<file path="src/rtl/fetch_pkg.sv">
// rtl/fetch_pkg.sv - shared types and constants for the instruction-fetch unit
package fetch_pkg;

  localparam int INSTR_W   = 32;
  localparam int PC_STEP   = 4;
  localparam int SLOT_XLEN = 32;

  typedef enum logic {
    RUN  = 1'b0,
    HALT = 1'b1
  } fetch_state_t;

  typedef struct packed {
    logic [SLOT_XLEN-1:0] pc;
    logic [INSTR_W-1:0]   data;
    logic                 filled;
  } slot_t;

endpackage

</file>
<file path="src/rtl/fetch_slot_buffer.sv">
// rtl/fetch_slot_buffer.sv - in-order slot buffer pairing fetched words with their PCs
module fetch_slot_buffer
  import fetch_pkg::*;
#(
  parameter int XLEN  = 32,
  parameter int DEPTH = 4,
  localparam int PW   = $clog2(DEPTH),
  localparam int CW   = PW + 1
) (
  input  logic               clk,
  input  logic               reset_n,
  input  logic               flush,
  input  logic               alloc,
  input  logic [XLEN-1:0]    alloc_pc,
  input  logic               fill,
  input  logic [INSTR_W-1:0] fill_data,
  input  logic               pop,
  output logic               head_filled,
  output logic [INSTR_W-1:0] head_data,
  output logic [XLEN-1:0]    head_pc,
  output logic [CW-1:0]      alloc_count,
  output logic [CW-1:0]      unfilled_count
);

  logic [XLEN-1:0]    pc_q   [DEPTH];
  logic [INSTR_W-1:0] data_q [DEPTH];
  logic [DEPTH-1:0]   filled_q;
  logic [PW-1:0]      wr_ptr, fill_ptr, rd_ptr;
  logic [CW-1:0]      fill_count;
  logic [DEPTH-1:0]   set_mask, clr_mask;

  assign set_mask = fill ? (DEPTH'(1) << fill_ptr) : '0;
  assign clr_mask = pop  ? (DEPTH'(1) << rd_ptr)   : '0;

  always_ff @(posedge clk or negedge reset_n) begin
    if (!reset_n) begin
      wr_ptr      <= '0;
      fill_ptr    <= '0;
      rd_ptr      <= '0;
      filled_q    <= '0;
      alloc_count <= '0;
      fill_count  <= '0;
    end else if (flush) begin
      wr_ptr      <= '0;
      fill_ptr    <= '0;
      rd_ptr      <= '0;
      filled_q    <= '0;
      alloc_count <= '0;
      fill_count  <= '0;
    end else begin
      if (alloc) wr_ptr <= wr_ptr + 1'b1;
      if (fill)  fill_ptr <= fill_ptr + 1'b1;
      if (pop)   rd_ptr <= rd_ptr + 1'b1;
      filled_q    <= (filled_q | set_mask) & ~clr_mask;
      alloc_count <= alloc_count + CW'(alloc) - CW'(pop);
      fill_count  <= fill_count + CW'(fill) - CW'(pop);
    end
  end

  // Payload storage needs no reset: a slot is only read once its filled bit is set.
  always_ff @(posedge clk) begin
    if (alloc && !flush) pc_q[wr_ptr] <= alloc_pc;
    if (fill && !flush)  data_q[fill_ptr] <= fill_data;
  end

  assign head_filled    = filled_q[rd_ptr] && (alloc_count != '0);
  assign head_data      = data_q[rd_ptr];
  assign head_pc        = pc_q[rd_ptr];
  assign unfilled_count = alloc_count - fill_count;

endmodule

</file>
<file path="src/rtl/fetch_unit.sv">
// rtl/fetch_unit.sv - PC generation, request issue, redirect/flush and misalign halt
module fetch_unit
  import fetch_pkg::*;
#(
  parameter int              XLEN     = 32,
  parameter logic [XLEN-1:0] RESET_PC = '0,
  parameter int              DEPTH    = 4
) (
  input  logic               clk,
  input  logic               reset_n,
  input  logic               redirect_valid,
  input  logic [XLEN-1:0]    redirect_pc,
  output logic               imem_req_valid,
  input  logic               imem_req_ready,
  output logic [XLEN-1:0]    imem_req_addr,
  input  logic               imem_rsp_valid,
  input  logic [INSTR_W-1:0] imem_rsp_data,
  output logic               inst_valid,
  input  logic               inst_ready,
  output logic [INSTR_W-1:0] inst_data,
  output logic [XLEN-1:0]    inst_pc,
  output logic               misalign_err
);

  localparam int CW = $clog2(DEPTH) + 1;

  fetch_state_t    state;
  logic [XLEN-1:0] pc;
  logic [CW-1:0]   drop_cnt, alloc_count, unfilled_count;
  logic [CW:0]     in_use;
  logic            req_fire, rsp_fill, head_filled, pop;

  // Dropped-but-still-in-flight responses occupy buffer budget until they return.
  assign in_use         = {1'b0, alloc_count} + {1'b0, drop_cnt};
  assign imem_req_valid = reset_n && (state == RUN) && !redirect_valid
                          && (in_use < (CW+1)'(DEPTH));
  assign imem_req_addr  = pc;
  assign req_fire       = imem_req_valid && imem_req_ready;
  assign rsp_fill       = imem_rsp_valid && !redirect_valid && (drop_cnt == '0);
  assign inst_valid     = head_filled && !redirect_valid;
  assign pop            = inst_valid && inst_ready;
  assign misalign_err   = (state == HALT);

  always_ff @(posedge clk or negedge reset_n) begin
    if (!reset_n) begin
      state    <= RUN;
      pc       <= RESET_PC;
      drop_cnt <= '0;
    end else if (redirect_valid) begin
      pc       <= {redirect_pc[XLEN-1:2], 2'b00};
      state    <= (redirect_pc[1:0] != 2'b00) ? HALT : RUN;
      drop_cnt <= drop_cnt + unfilled_count - CW'(imem_rsp_valid);
    end else begin
      if (req_fire) pc <= pc + XLEN'(PC_STEP);
      if (imem_rsp_valid && (drop_cnt != '0)) drop_cnt <= drop_cnt - 1'b1;
    end
  end

  fetch_slot_buffer #(
    .XLEN  (XLEN),
    .DEPTH (DEPTH)
  ) u_slots (
    .clk            (clk),
    .reset_n        (reset_n),
    .flush          (redirect_valid),
    .alloc          (req_fire),
    .alloc_pc       (pc),
    .fill           (rsp_fill),
    .fill_data      (imem_rsp_data),
    .pop            (pop),
    .head_filled    (head_filled),
    .head_data      (inst_data),
    .head_pc        (inst_pc),
    .alloc_count    (alloc_count),
    .unfilled_count (unfilled_count)
  );

  always @(posedge clk) begin
    if (reset_n) begin
      assert (in_use <= (CW+1)'(DEPTH));
      assert (!imem_rsp_valid || (drop_cnt != '0) || (unfilled_count != '0));
    end
  end

endmodule

</file>
<file path="config.mk">
export PLATFORM = sky130hd
export DESIGN_NAME = fetch_unit
export DESIGN_NICKNAME = d
export VERILOG_FILES = /design/src/rtl/fetch_pkg.sv /design/src/rtl/fetch_slot_buffer.sv /design/src/rtl/fetch_unit.sv
export SDC_FILE = /design/constraint.sdc
export NUM_CORES = 1
export LEC_CHECK = 0
export BUFFER_PORTS_ARGS = -buffer_cell sky130_fd_sc_hd__buf_2
export CAP_MARGIN = 15
export CORE_MARGIN = 8
export CORE_UTILIZATION = 40
export DETAILED_ROUTE_END_ITERATION = 8
export GPL_ROUTABILITY_DRIVEN = 1
export PLACE_DENSITY = 0.69
export REMOVE_ABC_BUFFERS = 1
export SETUP_SLACK_MARGIN = 0.4
export SLEW_MARGIN = 20
export SYNTH_ARGS = -nofsm -noshare
export SYNTH_HDL_FRONTEND = slang
export SYNTH_SLANG_ARGS = --single-unit
</file>
<file path="constraint.sdc">
create_clock -name clk -period 3.85 [get_ports clk]
set_input_delay 0.1925 -clock clk [delete_from_list [all_inputs] [get_ports clk]]
set_output_delay 0.1925 -clock clk [all_outputs]
set_load 0.005 [all_outputs]
</file>
==> qor.csv <==
metric;value;unit
status;completed;
std cell rows;64;
main combinational cell family by area after synthesis;multiplexers;
library cells used by synthesis;55;
GRT met2 Usage;25.8;%
first-pass GRT wire length;43.1;mm
Seq/Total Area, Yosys;71.3;%
cell repeated most along the worst path;buf_4;
CP cell instances;buf_4 -> buf_4 -> mux4_2 -> buf_2;
setup TNS;0;ps
number of max-cap violations;0;
Post-Syn Area;12200;um^2
global route total overflow;0;
first drt pass iteration count;5;
TritonCTS buffer count;31;
Initial DRC Count;369;
Final period util;82.0;%
clk slew on worst S/H paths;60;ps
Yosys reg bits;298;
Max Freq;317;MHz
CP Class;flop to primary output;
final hold viol count;0;
Leak;5.53;nW
Vias/cell;5.23;
port bufs;164;
PD cells;492;nW/um^2
worst clock skew;20.7;ps
# IOs;169;
Layout Cell Area excl Fill;15300;um^2
Least-Margin Pin Slew;985;ps
Core ar.;30300;um^2
Final Util;50.4;%
compound-cell area share of the yosys netlist;3.19;%
drt drc;0;
RePlAce Congestion;0.785;
CTS HTree Levels;1;
post-synthesis adder-cell area fraction;3.24;%
Layout area overhead;25.4;%
HP Class;input port to flop;
relative slew slack;34.3;%
GRT met1 Usage;19.3;%
EDFF count, synth;248;
initial antenna violation count;2;
TritonCTS clock tree;yes;
crit start category;flop;
post-synthesis cell count;672;
Peak VDD IR;0.000404;V
largest net degree at the start of global routing;66;
Die H;191;um
Initial Utilization;40.2;%
vias post-DR;7024;
Slowest-stage cell, CP;buf_4;
Layout Nets;1021;
number of synthesis warnings;0;
unrepaired setup endpoints after global routing;no;
CP max stage delay;690;ps
GR peak layer;met2;
met3 usage;4.02;%
syn avg cell area;18.2;um^2
Design Power;7.53;mW
clk buf depth;3;
detailed-placement wirelength estimate;18.1;mm
final setup violation count;0;
mux cell area share after synthesis;12.1;%
Die ar.;36400;um^2
largest fanout on the critical path;35;
Antenna diodes;0;
routed wire length per instance;20.7;um
simple-gate portion of the synthesized area;6.78;%
WL final;27.8;mm
Tmin final;3160;ps
Slew Viols, Final;0;
clk sinks;298;
worst endpoint data arrival time;2970;ps
XOR/XNOR Fraction of Synth Area;1.29;%
clock latency at the later pin of the worst-skew pair;550;ps
crit end category;primary output;
top_reg_cell synth;edfxtp_1;
Detail Route Antenna Nets;0;
DP Area;13500;um^2
CP required;3660;ps
vias in the first global route;7466;
share of layout cells above drive strength 1;34.0;%
Post-synth ARST share;16.8;%
GR Util All Layers;15.1;%
root buf cell;clkbuf_16;
Die Span X;191;um
## layer usage
| metal | vias up | share of wire, % |
|---|---|---|
| met4 | 2 | 1.5 |
| met5 | - | 0.047 |
| met1 | 3581 | 41 |
| met3 | 37 | 7.8 |
| li1 | 3138 | - |
| met2 | 266 | 49 |
## per-stage QoR
step | setup WS, ps | instances | hold WS, ps
2_1_floorplan | -1070 | 643 | -103
5_1_grt | 437 | 1344 | 128
4_1_cts | 550 | 1344 | 98.7
6_report | 692 | 1344 | 128
3_5_place_dp | 1090 | 1221 | 403
3_3_place_gp | 1100 | 1221 | 405
## critical path: cells and delay by family (launching register included)
family                 cells  cell delay (ps)
flip-flops                 1              410
buffers and inverters      3             1340
multiplexers               1              630
## cell families after synthesis
kind of cell | count (synthesis)
buffers and inverters | 58
DFF | 298
other | 1
muxes | 68
AOI/OAI and AO/OA | 59
adders and majority gates | 28
and+or+nand+nor | 142
xor gates and xnor gates | 18
## worst paths after layout
kind | depth (start not counted) | endpoint | start | slack [ps]
max reg2reg | 11 | u_slots.alloc_count[2] | u_slots.rd_ptr[1] | 1100
min in group asynchronous | 3 | imem_req_addr[20] | reset_n | 460
max | 4 | inst_pc[24] | u_slots.rd_ptr[0] | 690
min | 3 | u_slots.filled_q[0] | inst_ready | 130
max in group asynchronous | 3 | u_slots.rd_ptr[0] | reset_n | 2810
min reg2reg | 1 | drop_cnt[2] | drop_cnt[2] | 540
## registers in the layout, summed over array words and instances, names as in the netlist
| register | count |
|---|---|
| u_slots.filled_q | 4 |
| u_slots.pc_q | 120 |
| u_slots.fill_ptr | 2 |
| u_slots.wr_ptr | 2 |
| u_slots.data_q | 128 |
| u_slots.fill_count | 3 |
| imem_req_addr | 30 |
| drop_cnt | 3 |
| u_slots.rd_ptr | 2 |
| u_slots.alloc_count | 3 |
| misalign_err | 1 |
## synthesized netlist by cell type, drive strengths merged (6+ instances only)
cell	count	area [um^2]
inv	26	97.6
xor2	6	52.6
nor2	22	85.1
nor3	7	40.0
and2	11	68.8
dfrtp	50	1250
nand3	18	115
a21oi	7	35.0
nor2b	8	50.1
edfxtp	248	7450
fa	6	120
nand2	37	139
o21ai	21	105
ha	22	275
nand4	14	109
xnor2	12	105
mux4	63	1420
buf	22	125
clkbuf	10	37.5
o211ai	8	60.1
## cells in the final DEF (no fill, tap or decap), types with 10 or more instances in the layout
cell / n
nand2_1: 37
clkbuf_16: 31
inv_1: 25
xnor2_1: 12
mux4_2: 63
nor2_1: 21
dfrtp_1: 48
edfxtp_1: 248
dlygate4sd3_1: 65
o21ai_1: 11
buf_4: 17
nand3_1: 16
o21ai_0: 10
ha_1: 22
buf_2: 164
nand4_1: 12
## final cells by class
cell class / count / area, um^2
Timing Repair Buffer: 247 / 1620
Clock inverter: 26 / 342
Tap cell: 396 / 495
Clock buffer: 32 / 779
Inverter: 26 / 97.6
Fill cell: 2471 / 15100
Sequential cell: 298 / 8700
Multi-Input combinational cell: 319 / 3260
## power by group
group	internal [mW]	switching [mW]
combinational	0.288	0.300
clock	1.96	1.25
sequential	3.62	0.119
## repair_timing
| item | 4_1_cts | 5_1_grt |
|---|---|---|
| hold buffers | 65 | 0 |
| buffers inserted | 0 | 0 |
| endpoints found under the hold margin | 209 | 0 |
| gates resized for setup | 0 | 0 |
Note: power is estimated with default switching activity, not from simulation.
